**src/rtl/ps2_pkg.sv**
```systemverilog
// Shared scancodes, key indices and receiver state type for the PS/2 keyboard front end.
package ps2_pkg;

  localparam logic [7:0] SC_EXT   = 8'hE0;
  localparam logic [7:0] SC_BRK   = 8'hF0;
  localparam logic [7:0] SC_ENTER = 8'h5A;
  localparam logic [7:0] SC_UP    = 8'h75;
  localparam logic [7:0] SC_DOWN  = 8'h72;
  localparam logic [7:0] SC_LEFT  = 8'h6B;
  localparam logic [7:0] SC_RIGHT = 8'h74;
  localparam logic [7:0] SC_SPACE = 8'h29;
  localparam logic [7:0] SC_ESC   = 8'h76;

  localparam int unsigned NUM_KEYS = 7;

  typedef enum logic [2:0] {
    KEY_ENTER = 3'd0,
    KEY_UP    = 3'd1,
    KEY_DOWN  = 3'd2,
    KEY_LEFT  = 3'd3,
    KEY_RIGHT = 3'd4,
    KEY_SPACE = 3'd5,
    KEY_ESC   = 3'd6
  } key_idx_t;

  typedef enum logic [1:0] {
    RX_IDLE   = 2'd0,
    RX_DATA   = 2'd1,
    RX_PARITY = 2'd2,
    RX_STOP   = 2'd3
  } rx_state_t;

  // Arrows answer with or without E0 so the keypad 8/2/4/6 keys steer too.
  function automatic logic [NUM_KEYS-1:0] key_lookup(input logic ext, input logic [7:0] code);
    logic [NUM_KEYS-1:0] hit;
    hit = '0;
    case (code)
      SC_ENTER: hit[KEY_ENTER] = 1'b1;
      SC_UP:    hit[KEY_UP]    = 1'b1;
      SC_DOWN:  hit[KEY_DOWN]  = 1'b1;
      SC_LEFT:  hit[KEY_LEFT]  = 1'b1;
      SC_RIGHT: hit[KEY_RIGHT] = 1'b1;
      SC_SPACE: hit[KEY_SPACE] = ~ext;
      SC_ESC:   hit[KEY_ESC]   = ~ext;
      default:  hit = '0;
    endcase
    return hit;
  endfunction

endpackage

```
**src/rtl/ps2_key_decoder_if.sv**
```systemverilog
// Raw PS/2 lines in, decoded key levels/pulses and byte strobes out.
interface ps2_key_decoder_if;
  import ps2_pkg::*;

  logic                ps2_clk;
  logic                ps2_data;
  logic [NUM_KEYS-1:0] keys_down;
  logic [NUM_KEYS-1:0] keys_pulse;
  logic                enter_key_pressed;
  logic                up_key_pressed;
  logic                down_key_pressed;
  logic [7:0]          last_code;
  logic                code_valid;
  logic                frame_err;

  modport master (
    output ps2_clk, ps2_data,
    input  keys_down, keys_pulse, enter_key_pressed, up_key_pressed, down_key_pressed,
    input  last_code, code_valid, frame_err
  );

  modport slave (
    input  ps2_clk, ps2_data,
    output keys_down, keys_pulse, enter_key_pressed, up_key_pressed, down_key_pressed,
    output last_code, code_valid, frame_err
  );

endinterface

```
**src/rtl/ps2_frame_rx.sv**
```systemverilog
// PS/2 frame receiver: line synchronisers, falling-edge detect, 11-bit frame FSM,
// odd-parity/stop check and a mid-frame watchdog.
module ps2_frame_rx
  import ps2_pkg::*;
#(
  parameter int unsigned TIMEOUT_CYCLES = 50000,
  parameter int unsigned SYNC_STAGES    = 2     // must be at least 2
) (
  input  logic       clk,
  input  logic       reset,
  input  logic       ps2_clk,
  input  logic       ps2_data,
  output logic [7:0] rx_byte,
  output logic       byte_valid,
  output logic       frame_err
);

  localparam int unsigned WdW = (TIMEOUT_CYCLES > 2) ? $clog2(TIMEOUT_CYCLES) : 1;
  localparam logic [WdW-1:0] WD_MAX = WdW'(TIMEOUT_CYCLES - 1);

  logic [SYNC_STAGES-1:0] clk_sync_q, data_sync_q;
  logic                   clk_prev_q;
  rx_state_t              state_q, state_d;
  logic [7:0]             shift_q, shift_d;
  logic [2:0]             bit_cnt_q, bit_cnt_d;
  logic                   parity_q, parity_d;
  logic [WdW-1:0]         wd_q, wd_d;
  logic [7:0]             byte_q, byte_d;
  logic                   valid_q, valid_d;
  logic                   err_q, err_d;

  logic clk_s, data_s, fall, timeout;

  assign clk_s   = clk_sync_q[SYNC_STAGES-1];
  assign data_s  = data_sync_q[SYNC_STAGES-1];
  assign fall    = clk_prev_q & ~clk_s;
  assign timeout = (state_q != RX_IDLE) && (wd_q == WD_MAX);

  always_comb begin
    state_d   = state_q;
    shift_d   = shift_q;
    bit_cnt_d = bit_cnt_q;
    parity_d  = parity_q;
    wd_d      = wd_q;
    byte_d    = byte_q;
    valid_d   = 1'b0;
    err_d     = 1'b0;

    if (state_q == RX_IDLE) begin
      wd_d = '0;
    end else if (timeout) begin
      state_d = RX_IDLE;
      wd_d    = '0;
      err_d   = 1'b1;
    end else if (fall) begin
      wd_d = '0;
    end else begin
      wd_d = wd_q + 1'b1;
    end

    // A timeout in the same cycle as an edge swallows the edge.
    if (fall && !timeout) begin
      unique case (state_q)
        RX_IDLE: begin
          if (!data_s) begin
            state_d   = RX_DATA;
            bit_cnt_d = '0;
          end
        end
        RX_DATA: begin
          shift_d   = {data_s, shift_q[7:1]};
          bit_cnt_d = bit_cnt_q + 3'd1;
          if (bit_cnt_q == 3'd7) state_d = RX_PARITY;
        end
        RX_PARITY: begin
          parity_d = data_s;
          state_d  = RX_STOP;
        end
        RX_STOP: begin
          state_d = RX_IDLE;
          if (data_s && (^{shift_q, parity_q})) begin
            valid_d = 1'b1;
            byte_d  = shift_q;
          end else begin
            err_d = 1'b1;
          end
        end
        default: state_d = RX_IDLE;
      endcase
    end
  end

  always_ff @(posedge clk) begin
    if (reset) begin
      clk_sync_q  <= '0;
      data_sync_q <= '0;
      clk_prev_q  <= 1'b0;
      state_q     <= RX_IDLE;
      shift_q     <= '0;
      bit_cnt_q   <= '0;
      parity_q    <= 1'b0;
      wd_q        <= '0;
      byte_q      <= '0;
      valid_q     <= 1'b0;
      err_q       <= 1'b0;
    end else begin
      clk_sync_q  <= {clk_sync_q[SYNC_STAGES-2:0], ps2_clk};
      data_sync_q <= {data_sync_q[SYNC_STAGES-2:0], ps2_data};
      clk_prev_q  <= clk_s;
      state_q     <= state_d;
      shift_q     <= shift_d;
      bit_cnt_q   <= bit_cnt_d;
      parity_q    <= parity_d;
      wd_q        <= wd_d;
      byte_q      <= byte_d;
      valid_q     <= valid_d;
      err_q       <= err_d;
    end
  end

  assign rx_byte    = byte_q;
  assign byte_valid = valid_q;
  assign frame_err  = err_q;

endmodule

```
**src/rtl/ps2_key_decoder.sv**
```systemverilog
// Set-2 scancode decoder: E0/F0 prefix tracking, key map, held levels and press pulses.
module ps2_key_decoder
  import ps2_pkg::*;
#(
  parameter int unsigned TIMEOUT_CYCLES = 50000,
  parameter int unsigned SYNC_STAGES    = 2
) (
  input logic              clk,
  input logic              reset,
  ps2_key_decoder_if.slave bus
);

  logic [7:0]          rx_byte;
  logic                byte_valid;
  logic                rx_err;
  logic                ext_q, ext_d;
  logic                brk_q, brk_d;
  logic [NUM_KEYS-1:0] keys_down_q, keys_down_d;
  logic [NUM_KEYS-1:0] keys_pulse_q, keys_pulse_d;
  logic [NUM_KEYS-1:0] hit;

  ps2_frame_rx #(
    .TIMEOUT_CYCLES(TIMEOUT_CYCLES),
    .SYNC_STAGES   (SYNC_STAGES)
  ) u_rx (
    .clk       (clk),
    .reset     (reset),
    .ps2_clk   (bus.ps2_clk),
    .ps2_data  (bus.ps2_data),
    .rx_byte   (rx_byte),
    .byte_valid(byte_valid),
    .frame_err (rx_err)
  );

  always_comb begin
    ext_d        = ext_q;
    brk_d        = brk_q;
    keys_down_d  = keys_down_q;
    keys_pulse_d = '0;
    hit          = key_lookup(ext_q, rx_byte);
    if (byte_valid) begin
      if (rx_byte == SC_EXT) begin
        ext_d = 1'b1;
      end else if (rx_byte == SC_BRK) begin
        brk_d = 1'b1;
      end else begin
        ext_d = 1'b0;
        brk_d = 1'b0;
        if (brk_q) begin
          keys_down_d = keys_down_q & ~hit;
        end else begin
          keys_down_d  = keys_down_q | hit;
          // Typematic repeats of a held key give no fresh pulse.
          keys_pulse_d = hit & ~keys_down_q;
        end
      end
    end
  end

  always_ff @(posedge clk) begin
    if (reset) begin
      ext_q        <= 1'b0;
      brk_q        <= 1'b0;
      keys_down_q  <= '0;
      keys_pulse_q <= '0;
    end else begin
      ext_q        <= ext_d;
      brk_q        <= brk_d;
      keys_down_q  <= keys_down_d;
      keys_pulse_q <= keys_pulse_d;
    end
  end

  assign bus.keys_down         = keys_down_q;
  assign bus.keys_pulse        = keys_pulse_q;
  assign bus.enter_key_pressed = keys_down_q[KEY_ENTER];
  assign bus.up_key_pressed    = keys_down_q[KEY_UP];
  assign bus.down_key_pressed  = keys_down_q[KEY_DOWN];
  assign bus.last_code         = rx_byte;
  assign bus.code_valid        = byte_valid;
  assign bus.frame_err         = rx_err;

endmodule
```
**src/flat_wrapper.sv**
```systemverilog
// flat-port wrapper written by rule: the top's interface ports become plain ports
module ps2_key_decoder_flat import ps2_pkg::*;
#(
  parameter int unsigned TIMEOUT_CYCLES = 50000,
  parameter int unsigned SYNC_STAGES    = 2
)
  (clk, reset, bus_ps2_clk, bus_ps2_data, bus_keys_down, bus_keys_pulse, bus_enter_key_pressed, bus_up_key_pressed, bus_down_key_pressed, bus_last_code, bus_code_valid, bus_frame_err);
  ps2_key_decoder_if bus_i ();
  input logic clk;
  input logic reset;
  input wire logic [$bits(bus_i.ps2_clk)-1:0] bus_ps2_clk;
  input wire logic [$bits(bus_i.ps2_data)-1:0] bus_ps2_data;
  output wire logic [$bits(bus_i.keys_down)-1:0] bus_keys_down;
  output wire logic [$bits(bus_i.keys_pulse)-1:0] bus_keys_pulse;
  output wire logic [$bits(bus_i.enter_key_pressed)-1:0] bus_enter_key_pressed;
  output wire logic [$bits(bus_i.up_key_pressed)-1:0] bus_up_key_pressed;
  output wire logic [$bits(bus_i.down_key_pressed)-1:0] bus_down_key_pressed;
  output wire logic [$bits(bus_i.last_code)-1:0] bus_last_code;
  output wire logic [$bits(bus_i.code_valid)-1:0] bus_code_valid;
  output wire logic [$bits(bus_i.frame_err)-1:0] bus_frame_err;
  assign bus_i.ps2_clk = bus_ps2_clk;
  assign bus_i.ps2_data = bus_ps2_data;
  assign bus_keys_down = bus_i.keys_down;
  assign bus_keys_pulse = bus_i.keys_pulse;
  assign bus_enter_key_pressed = bus_i.enter_key_pressed;
  assign bus_up_key_pressed = bus_i.up_key_pressed;
  assign bus_down_key_pressed = bus_i.down_key_pressed;
  assign bus_last_code = bus_i.last_code;
  assign bus_code_valid = bus_i.code_valid;
  assign bus_frame_err = bus_i.frame_err;
  ps2_key_decoder #(.TIMEOUT_CYCLES(TIMEOUT_CYCLES), .SYNC_STAGES(SYNC_STAGES)) u_core (.clk(clk), .reset(reset), .bus(bus_i));
endmodule
```
**config.mk**
```make
export PLATFORM = sky130hd
export DESIGN_NAME = ps2_key_decoder_flat
export DESIGN_NICKNAME = d
export VERILOG_FILES = /design/src/rtl/ps2_pkg.sv /design/src/rtl/ps2_key_decoder_if.sv /design/src/rtl/ps2_frame_rx.sv /design/src/rtl/ps2_key_decoder.sv /design/src/flat_wrapper.sv
export SDC_FILE = /design/constraint.sdc
export NUM_CORES = 1
export LEC_CHECK = 0
export BUFFER_PORTS_ARGS = -buffer_cell sky130_fd_sc_hd__buf_2
export CELL_PAD_IN_SITES_DETAIL_PLACEMENT = 2
export CELL_PAD_IN_SITES_GLOBAL_PLACEMENT = 2
export CORE_ASPECT_RATIO = 0.7
export CORE_MARGIN = 3
export CORE_UTILIZATION = 25
export CTS_BUF_LIST = sky130_fd_sc_hd__clkbuf_4
export CTS_CLUSTER_DIAMETER = 30
export DETAILED_ROUTE_END_ITERATION = 16
export MAX_ROUTING_LAYER = met4
export PLACE_DENSITY = 0.7
export SLEW_MARGIN = 40
export SYNTH_ARGS = -nofsm -noshare
export SYNTH_HDL_FRONTEND = slang
export SYNTH_SLANG_ARGS = --single-unit
```
**constraint.sdc**
```tcl
create_clock -name clk -period 1.8 [get_ports clk]
set_input_delay 0.09 -clock clk [delete_from_list [all_inputs] [get_ports clk]]
set_output_delay 0.09 -clock clk [all_outputs]
set_load 0.05 [all_outputs]
```
==> results of run 1 <==
## cell families after synthesis
group                    after synthesis
AND/OR/NAND/NOR                      137
flip-flops                            61
AO/OA/AOI/OAI                         34
buffers and inverters                 23
XOR/XNOR                              17
multiplexers                          15
adder cells (fa/ha/maj)                3
## cells in the mapped netlist, drive strengths merged, types with 8 or more instances
master / instances
dfxtp: 61
nor2: 27
nand2: 26
a21oi: 19
nand2b: 18
mux2i: 15
nand3: 10
nor3: 10
xor2: 9
buf: 8
clkbuf: 8
nor2b: 8
o21ai: 8
## timing repair
action                                 4_1_cts  5_1_grt
pin swaps                                    0        8
cloned                                       1        1
setup endpoints to repair                   25       39
endpoints found under the hold margin       10        0
gates resized for setup                     10       10
hold buffers                                 3        0
## worst max-delay path: stages (launching register included)
cell and delay, ps:
dfxtp_2 340, or4_4 530, or4_4 480, and3_4 230, a22oi_2 180, nor2_1 60
## worst min-delay path by stage
stage                                            end  cells after the start  slack (ps)          from
final                      u_core.u_rx.clk_sync_q[0]                      3         410   bus_ps2_clk
after global routing       u_core.u_rx.clk_sync_q[0]                      3         430   bus_ps2_clk
after CTS                  u_core.u_rx.clk_sync_q[0]                      3         380   bus_ps2_clk
after detailed placement   u_core.u_rx.clk_sync_q[0]                      2         320   bus_ps2_clk
after global placement    u_core.u_rx.data_sync_q[0]                      2         300  bus_ps2_data
after floorplan            u_core.u_rx.clk_sync_q[0]                      1         220   bus_ps2_clk
## layer usage
| layer | vias up | track usage, % |
|---|---|---|
| met5 | - | - |
| met4 | 0 | 4.72 |
| met3 | 10 | 3.96 |
| met2 | 38 | 20.7 |
| met1 | 1145 | 17.5 |
| li1 | 1142 | - |
## stage by stage
| step | instance area, um2 | TNS [ps] | util, % |
|---|---|---|---|
| 2_1_floorplan | 2680 | -883 | - |
| 3_3_place_gp | 3190 | -1340 | 32.0 |
| 4_1_cts | 3430 | -1080 | 34.3 |
| 5_1_grt | 3480 | -3730 | 34.8 |
| 6_report | 3480 | -903 | 34.8 |
| 3_5_place_dp | 3190 | -2960 | 32.0 |
## cell type report
type | count | area [um2] | area share [%]
clock buffers | 9 | 67.6 | 1.94
clock inverters | 7 | 90.1 | 2.59
inverters | 7 | 26.3 | 0.755
multi-input cells | 208 | 1420 | 40.7
flip-flops and latches | 61 | 1240 | 35.6
well taps | 128 | 160 | 4.60
repair buffers | 71 | 482 | 13.8
## power by group
| part | internal (mW) | total (mW) | switching [mW] |
|---|---|---|---|
| Combinational | 0.0214 | 0.0475 | 0.0261 |
| Clock | 0.556 | 1.10 | 0.545 |
| Sequential | 1.35 | 1.36 | 0.00689 |
| Total | 1.93 | 2.51 | 0.578 |
==> metrics.txt, run 1 <==
fin crit share=107%; outcome=finished with violations; worst slew pin tran=458 ps; Place WS=-271 ps; Metal-1 WL=3910 um; clk sinks=61; antenna violations before repair=0; ranking of synthesized cells by area=dfxtp_1, mux2i_1, nand2b_1; main combinational cell family by area after synthesis=simple AND/OR/NAND/NOR gates; Synth Flop Type=dfxtp_1; Synth Net Count=around 300; fill count=about 1100; failing checks=negative setup slack; Rows=30; routed wl met2=approximately 3500 um; Synth async-reset ratio=0%; largest net degree at the start of global routing=38; WL/cell=15.9 um; post-synthesis sequential area ratio=between 40% and 50%; global route overflow=0; die span in x=about 130 um; ANT cells=0; worst reg-to-reg setup slack=-130 ps; die area=0.0119 mm2; Area Growth Syn to Fin=31.6%; global-route wire length before repair=between 10000 and 15000 um; Worst Reg-to-Reg Cells=5; clock latency on the worst-skew pair=roughly 420 ps; WHS=411 ps; VDD IR max=~0.48 mV; post-DR vias/cell=4.76; vias=2335; Hold WC Path Type=input pin to flop; starting density of the core=between 20% and 30%; number of remaining DRC errors=0; fmax=around 520 MHz; yosys warns=0; Tmin final=1930 ps; mux contribution to synthesized area=approximately 5.7%; Critical Path Start=u_core.u_rx.wd_q[5]; PortBufs=30; critical path fanouts, max=6; cells after synthesis=290; Pwr Density=between 700 and 800 mW/mm2; CTS tree=done; Final Skew=approximately 16 ps; vias in the first global route=roughly 2400; worst r2r dst=u_core.u_rx.bit_cnt_q[1]; post-synthesis adder-cell area fraction=between 1 and 1.5%; Mean Syn Cell Area=9.12 um2; fin cells=between 400 and 500; post-synth top area share=between 40% and 50%; overall power=between 2 and 3 mW; Yosys reg bits=roughly 60; Max Cap Viol=0; DR pass1 iterations=4; unique cell type count in the Yosys netlist=between 40 and 50; Slew Limit Fails=0; Setup Fix Bufs, Post-CTS=0; Synth Area in XOR/XNOR=under 10%; max_slew headroom=between 60% and 70%; Compound-Gate Fraction of Synth Area=7.86%; routed wire length=about 8000 um; Leak=1.31 nW; I/O pin count=31; Final Setup Violations=14; Post-synth EDFFs=0; Syn Std Cell Area=between 0.002 and 0.003 mm2; final hold violation count=0; reg-to-reg startpoint=u_core.u_rx.wd_q[5]; fin worst setup slack=-133 ps; Req. time, crit path=between 2000 and 2500 ps; most frequent cells in the layout=dfxtp_1, buf_4, buf_2; Inst Count DP=470; Placeable Area=~0.01 mm2; RSZ-0062 raised after global routing=true; Top Metal Used=met4; cell taking the most area after synthesis=dfxtp_1; Die Ht=between 90 and 100 um; crit path DAT=about 2200 ps; met3 wire len=about 270 um; deepest clock path buffer count=2; CP Capture Point=u_core.u_rx.bit_cnt_q[1]; Total GRT Usage=13.7%; WS Path Type=flop to flop; Final #Nets=365; commonest non-fill, non-tap cell in the layout=dfxtp_1; H-tree Lvls=3; final estimated routing congestion in global placement=0.765; Detail Route Antenna Nets=0; Clk pin slew, worst setup/hold paths=between 100 and 150 ps; clk root buf=clkbuf_4; Iter 0 DRT Violations=73; Setup crit end kind=flop; TritonCTS Buffers=9; Simple-Gate Fraction of Synth Area=28.2%; layout cell share with drive strength beyond 1=~33%; CP startpoint kind=flop; dpl hpwl=5620 um
No activity file was read; power rests on OpenSTA's default activity.
==> inputs of run 2 (changes only) <==
--- a/config.mk
+++ b/config.mk
@@ -10,12 +10,12 @@
 export CELL_PAD_IN_SITES_GLOBAL_PLACEMENT = 2
 export CORE_ASPECT_RATIO = 0.7
 export CORE_MARGIN = 3
-export CORE_UTILIZATION = 25
+export CORE_UTILIZATION = 33
 export CTS_BUF_LIST = sky130_fd_sc_hd__clkbuf_4
 export CTS_CLUSTER_DIAMETER = 30
 export DETAILED_ROUTE_END_ITERATION = 16
 export MAX_ROUTING_LAYER = met4
-export PLACE_DENSITY = 0.7
+export PLACE_DENSITY = 0.85
 export SLEW_MARGIN = 40
 export SYNTH_ARGS = -nofsm -noshare
 export SYNTH_HDL_FRONTEND = slang
==> run 2 against run 1 <==
  * The run still ends with negative setup slack left
  * Non-clock buffer count rose by 2
  * Die area fell by 23%
  * Register-to-register slack got worse by 100 ps
  * Flip-flop and latch count did not move
  * Wire length rose by 35%
  * Critical path depth rose by 1
  * Critical path type unchanged
==> metrics.txt, run 2 (synthesis gave the netlist of run 1 again) <==
Total GRT Usage=22.8% (was 13.7%); clk root buf=clkbuf_4 (unchanged); fin worst setup slack=-234 ps (was -133 ps); worst slew pin tran=531 ps (was 458 ps); fin crit share=113% (was 107%); Min-Delay Path Depth=3 (unchanged); fmax=492 MHz (was 517 MHz); commonest non-fill, non-tap cell in the layout=dfxtp_1 (unchanged); VDD IR max=0.396 mV (was 0.477 mV); Setup crit end kind=flop (unchanged); clk sinks=61 (unchanged); overall power=2.40 mW (was 2.51 mW); WL/cell=22.8 um (was 15.9 um); Finished Cell Area=0.00350 mm2 (was 0.00348 mm2); Clk pin slew, worst setup/hold paths=120 ps (was 110 ps); Worst Reg-to-Reg Cells=6 (was 5); Final Setup Violations=39 (was 14); Placeable Area=0.00755 mm2 (was 0.00998 mm2); Storage cell area=0.00124 mm2 (unchanged); Rows=26 (was 30); starting density of the core=35.0% (was 26.5%); outcome=finished with violations (unchanged); crit path DAT=2410 ps (was 2240 ps); global-route wire length before repair=15400 um (was 12300 um); H-tree Lvls=3 (unchanged); multi-input logic area=0.00146 mm2 (was 0.00142 mm2); CP startpoint kind=flop (unchanged); Max Cap Viol=0 (unchanged); global route overflow=0 (unchanged); RSZ-0062 raised after global routing=true (unchanged); WHS=430 ps (was 411 ps); Final #Nets=367 (was 365); Area Growth Syn to Fin=32.4% (was 31.6%); fill count=806 (was 1136); vias=2516 (was 2335); CP cell instances=or4_4, or4_4, buf_4, buf_6, a21oi_2, o21ba_4 (was or4_4, or4_4, and3_4, a22oi_2, nor2_1); Detail Route Antenna Nets=0 (unchanged); deepest clock path buffer count=2 (unchanged); CTS tree=done (unchanged); Iter 0 DRT Violations=125 (was 73); final hold violation count=0 (unchanged); Tmin final=2030 ps (was 1930 ps); failing checks=negative setup slack (unchanged); layout cell share with drive strength beyond 1=33.4% (was 32.8%); post-DR vias/cell=5.43 (was 4.76); number of cells on the critical path=6 (was 5); vias in the first global route=2764 (was 2411); routed wire length=10600 um (was 7800 um); Die Ht=80.9 um (was 92.0 um); max_slew headroom=64.5% (was 69.4%); TritonCTS Buffers=9 (unchanged); ANT cells=0 (unchanged); Req. time, crit path=2180 ps (was 2110 ps); I/O pin count=31 (unchanged); Slew Limit Fails=0 (unchanged); dpl cell area=0.00313 mm2 (was 0.00319 mm2); largest net degree at the start of global routing=38 (unchanged); Place WS=-306 ps (was -271 ps); CP most frequent cell=or4_4 (unchanged); DR pass1 iterations=4 (unchanged); Hold WC Path Type=input pin to flop (unchanged); dpl hpwl=6250 um (was 5620 um); clock latency on the worst-skew pair=440 ps (was 420 ps); CP top delay family=simple AND/OR/NAND/NOR gates (unchanged); die area=0.00914 mm2 (was 0.0119 mm2); Final Skew=21.0 ps (was 15.5 ps); WS Path Type=flop to flop (unchanged); Worst path slowest cell=or4_4 (unchanged); most frequent cells in the layout=dfxtp_1, buf_4, buf_2 (unchanged); Leak=1.34 nW (was 1.31 nW); Buf+Inv Stages, Crit Path=2 (was 0); antenna violations before repair=0 (unchanged); die span in x=113 um (was 129 um); Pwr Density=686 mW/mm2 (was 721 mW/mm2); number of remaining DRC errors=0 (unchanged); final estimated routing congestion in global placement=0.818 (was 0.765); Slowest Stage Delay on Critical Path=540 ps (was 530 ps); PortBufs=30 (unchanged); critical path fanouts, max=5 (was 6)
## run 2: cell types whose count changed in the layout (fill, tap and decap cells not counted), sizes merged
cell,previous run,this run
clkbuf,9,12
bufinv,2,1
buf,68,69
clkinv,4,3
## run 2: path summary, 6_finish.rpt
check / start / endpoint / slack [ps]
setup reg to reg: u_core.u_rx.wd_q[5] / u_core.u_rx.frame_err / -230
hold / removal: bus_ps2_clk / u_core.u_rx.clk_sync_q[0] / 430
hold reg to reg: flop / u_core.bus.keys_pulse[5] / 460
setup / recovery: u_core.u_rx.wd_q[5] / u_core.u_rx.frame_err / -230
## run 2: per-stage QoR
step / std cells / TNS [ps] / utilization [%]
after floorplan: 290 / -883 / -
after global placement: 437 / -1280 / 41.5
after detailed placement: 437 / -4940 / 41.5
after CTS: 460 / -3800 / 44.7
after global routing: 463 / -6950 / 46.4
final: 463 / -5430 / 46.4
## run 2: metal layers
metal,GRT usage (%),vias up,part of all wire [%]
met5,-,-,0
met4,8.76,0,4.1
met3,5.88,35,4.3
met2,40.1,68,51
met1,25.1,1266,40
li1,-,1147,-
## run 2: timing repair
item / 4_1_cts / 5_1_grt
gates cloned: 2 / 1
pin swaps: 6 / 7
gates resized for setup: 9 / 17
endpoints found under the hold margin: 9 / 0
hold buffers: 3 / 0
buffers inserted: 2 / 2
setup endpoints to repair: 38 / 44
## run 2: area by class of cell
class                           instances  area share (%)
Clock buffer                           11            2.36
Timing Repair Buffer                   73            14.8
Clock inverter                          5            1.47
Sequential cell                        61            35.4
Multi-Input combinational cell        208            41.8
Inverter                                7           0.751
Tap cell                               98            3.50
## run 2: worst reg2reg max path, delay by kind of cell (launching register included)
family / cells / cell delay [ps]
simple gates: 2 / 1010
compound gates: 2 / 310
buf+inv: 2 / 280
flops: 1 / 370
## run 2: where the power goes
part           leakage [nW]  internal (mW)  switching [mW]
combinational         0.769         0.0240          0.0306
sequential            0.497           1.35         0.00772
clock                0.0743          0.446           0.542
==> inputs of run 3 (changes only) <==
--- a/config.mk
+++ b/config.mk
@@ -5,17 +5,19 @@
 export SDC_FILE = /design/constraint.sdc
 export NUM_CORES = 1
 export LEC_CHECK = 0
+export ABC_AREA = 1
 export BUFFER_PORTS_ARGS = -buffer_cell sky130_fd_sc_hd__buf_2
 export CELL_PAD_IN_SITES_DETAIL_PLACEMENT = 2
 export CELL_PAD_IN_SITES_GLOBAL_PLACEMENT = 2
 export CORE_ASPECT_RATIO = 0.7
 export CORE_MARGIN = 3
-export CORE_UTILIZATION = 33
+export CORE_UTILIZATION = 31
 export CTS_BUF_LIST = sky130_fd_sc_hd__clkbuf_4
 export CTS_CLUSTER_DIAMETER = 30
 export DETAILED_ROUTE_END_ITERATION = 16
+export HOLD_SLACK_MARGIN = 0.12
 export MAX_ROUTING_LAYER = met4
-export PLACE_DENSITY = 0.85
+export PLACE_DENSITY = 0.86
 export SLEW_MARGIN = 40
 export SYNTH_ARGS = -nofsm -noshare
 export SYNTH_HDL_FRONTEND = slang
==> run 3 against run 2 <==
  * The flow now finishes without violations
  * Hold slack worse by 24 ps
  * Core utilization is 6.6 points lower
  * Sequential share of layout area is 1.5 points lower
  * Sequential power hardly changed
  * Flip-flop and latch count stayed put
  * Register-to-register slack better by 300 ps
  * Via count is 14% higher
  * Largest cell class unchanged
  * Highest routed layer unchanged
==> metrics.txt, run 3 <==
CP startpoint kind=flop (unchanged); Yosys reg bits=61 (unchanged); routed wire length=9680 um (was 10600 um); Max Cap Viol=0 (unchanged); layout cell share with drive strength beyond 1=23.5% (was 33.4%); Setup crit end kind=flop (unchanged); H-tree Lvls=3 (unchanged); outcome=finished clean (was finished with violations); Total GRT Usage=18.5% (was 22.8%); Hold WC Path Type=input pin to flop (unchanged); ranking of synthesized cells by area=dfxtp_1, nand2_1, nor2_1 (was dfxtp_1, mux2i_1, nand2b_1); DR pass1 iterations=4 (unchanged); clock latency on the worst-skew pair=420 ps (was 440 ps); fill count=1087 (was 806); WS Path Type=flop to flop (unchanged); dpl hpwl=6860 um (was 6250 um); post-synth top area share=41.7% (was 46.2%); dpl cell area=0.00325 mm2 (was 0.00313 mm2); post-synthesis adder-cell area fraction=1.28% (was 1.42%); VDD IR max=0.317 mV (was 0.396 mV); Metal-1 WL=4310 um (was 4280 um); TritonCTS Buffers=9 (unchanged); met3 wire len=321 um (was 459 um); Simple-Gate Fraction of Synth Area=41.2% (was 28.2%); post-synthesis sequential area ratio=41.7% (was 46.2%); commonest non-fill, non-tap cell in the layout=nand2_1 (was dfxtp_1); largest net degree at the start of global routing=27 (was 38); Top Metal Used=met4 (unchanged); number of remaining DRC errors=0 (unchanged); Final Skew=14.3 ps (was 21.0 ps); most frequent cells in the layout=nand2_1, nor2_1, dfxtp_1 (was dfxtp_1, buf_4, buf_2); yosys warns=0 (unchanged); post-DR vias/cell=4.91 (was 5.43); die area=0.0107 mm2 (was 0.00914 mm2); final hold violation count=0 (unchanged); final estimated routing congestion in global placement=0.798 (was 0.818); overall power=2.67 mW (was 2.40 mW); antenna violations before repair=0 (unchanged); cells after synthesis=406 (was 290); Synth Area in XOR/XNOR=1.79% (was 6.15%); Syn Std Cell Area=0.00293 mm2 (was 0.00264 mm2); Leak=1.52 nW (was 1.34 nW); Synth Flop Type=dfxtp_1 (unchanged); worst slew pin tran=613 ps (was 531 ps); Die Ht=87.3 um (was 80.9 um); most numerous cell in the Yosys netlist=nand2_1 (was dfxtp_1); ANT cells=0 (unchanged); Final Core Density=39.8% (was 46.4%); Area Growth Syn to Fin=24.1% (was 32.4%); Final Setup Violations=0 (was 39); Mean Syn Cell Area=7.21 um2 (was 9.12 um2); Slew Limit Fails=0 (unchanged); die span in x=122 um (was 113 um); multi-input logic area=0.00157 mm2 (was 0.00146 mm2); Post-synth EDFFs=0 (unchanged); Pwr Density=735 mW/mm2 (was 686 mW/mm2); Placeable Area=0.00914 mm2 (was 0.00755 mm2); Iter 0 DRT Violations=134 (was 125); PortBufs=30 (unchanged); Final #Nets=461 (was 367); mux contribution to synthesized area=0% (was 5.68%); cell taking the most area after synthesis=dfxtp_1 (unchanged); global-route wire length before repair=14900 um (was 15400 um); clk sinks=61 (unchanged); routed wl met2=4920 um (was 5390 um); Storage cell area=0.00123 mm2 (was 0.00124 mm2); WL/cell=16.6 um (was 22.8 um); Tmin final=1730 ps (was 2030 ps); max_slew headroom=59.1% (was 64.5%); main combinational cell family by area after synthesis=simple AND/OR/NAND/NOR gates (unchanged); Compound-Gate Fraction of Synth Area=5.60% (was 7.86%); global route overflow=0 (unchanged); deepest clock path buffer count=2 (unchanged); starting density of the core=32.0% (was 35.0%); Clk pin slew, worst setup/hold paths=110 ps (was 120 ps); CTS tree=done (unchanged); vias in the first global route=3035 (was 2764); Detail Route Antenna Nets=0 (unchanged); WHS=406 ps (was 430 ps); fin crit share=96.1% (was 113%); Req. time, crit path=2170 ps (was 2180 ps); critical path fanouts, max=7 (was 5); Finished Cell Area=0.00364 mm2 (was 0.00350 mm2); vias=2862 (was 2516); Rows=29 (was 26); crit path DAT=2100 ps (was 2410 ps); fmax=578 MHz (was 492 MHz); top cells by count, synth=nand2_1, dfxtp_1, nor2_1, inv_1, nand3_1 (was dfxtp_1, nor2_1, nand2_1, a21oi_1, nand2b_1); Synth Net Count=413 (was 297); RSZ-0062 raised after global routing=true (unchanged); I/O pin count=31 (unchanged); clk root buf=clkbuf_4 (unchanged); unique cell type count in the Yosys netlist=34 (was 44); Synth async-reset ratio=0% (unchanged); setup_tns=0 ps (was -5430 ps)
[run 3: area by class of cell]
cell class / instances / area share, %
Clock buffer: 9 / 1.86
Inverter: 48 / 5.09
Multi-Input combinational cell: 285 / 43.2
Timing Repair Buffer: 49 / 8.60
Sequential cell: 61 / 33.8
Clock inverter: 7 / 3.13
Tap cell: 124 / 4.27
[run 3: path summary, 6_finish.rpt]
check	from	to	slack, ps	cells past startpoint
setup / recovery	u_core.u_rx.wd_q[0]	u_core.u_rx.rx_byte[2]	70	12
hold / removal	bus_ps2_data	u_core.u_rx.data_sync_q[0]	410	4
setup reg to reg	u_core.u_rx.wd_q[0]	u_core.u_rx.rx_byte[2]	70	12
hold reg to reg	u_core.u_rx.clk_sync_q[0]	u_core.u_rx.clk_sync_q[1]	410	2
[run 3: critical path, cell delays in order, from the launching register on]
cell and delay (ps):
dfxtp_4 400, ha_4 150, nand2_2 90, inv_2 80, nand2_2 80, nor2_4 170
nand3_4 130, nand2_4 110, nor2_8 50, buf_12 130, nand4_1 90, nand2_1 80
nor2_1 100
[run 3: logic make-up (layout without fill, tap and decap cells)]
| logic type | after synthesis | after routing |
|---|---|---|
| DFF | 61 | 61 |
| xor gates and xnor gates | 6 | 6 |
| and+or+nand+nor | 245 | 245 |
| buffers and inverters | 60 | 113 |
| AOI/OAI and AO/OA | 31 | 31 |
| adders and majority gates | 3 | 3 |
[run 3: metal layers]
metal / vias to the layer above / GRT usage, %
li1: 1397 / -
met1: 1413 / 20.8
met2: 42 / 32.5
met3: 10 / 4.81
met4: 0 / 5.28
met5: - / -
[run 3: what timing repair did]
item                                    CTS  global route
buffers inserted                          0             5
gates resized for setup                   5            25
pin swaps                                 2             6
hold buffers                              3             0
endpoints found under the setup margin   21            40
hold endpoints to repair                  5             0
[run 3: through the flow]
stage | setup slack [ps] | instances
2_1_floorplan | 18.7 | 406
3_3_place_gp | 128 | 559
3_5_place_dp | -89.5 | 559
4_1_cts | 5.25 | 578
5_1_grt | -84.4 | 583
6_report | 70.8 | 583
[run 3: where the power goes]
group          total [mW]  switching (mW)  internal (mW)
clock network        1.25           0.553          0.696
registers            1.36         0.00723           1.35
logic              0.0617          0.0411         0.0206
total                2.67           0.601           2.07
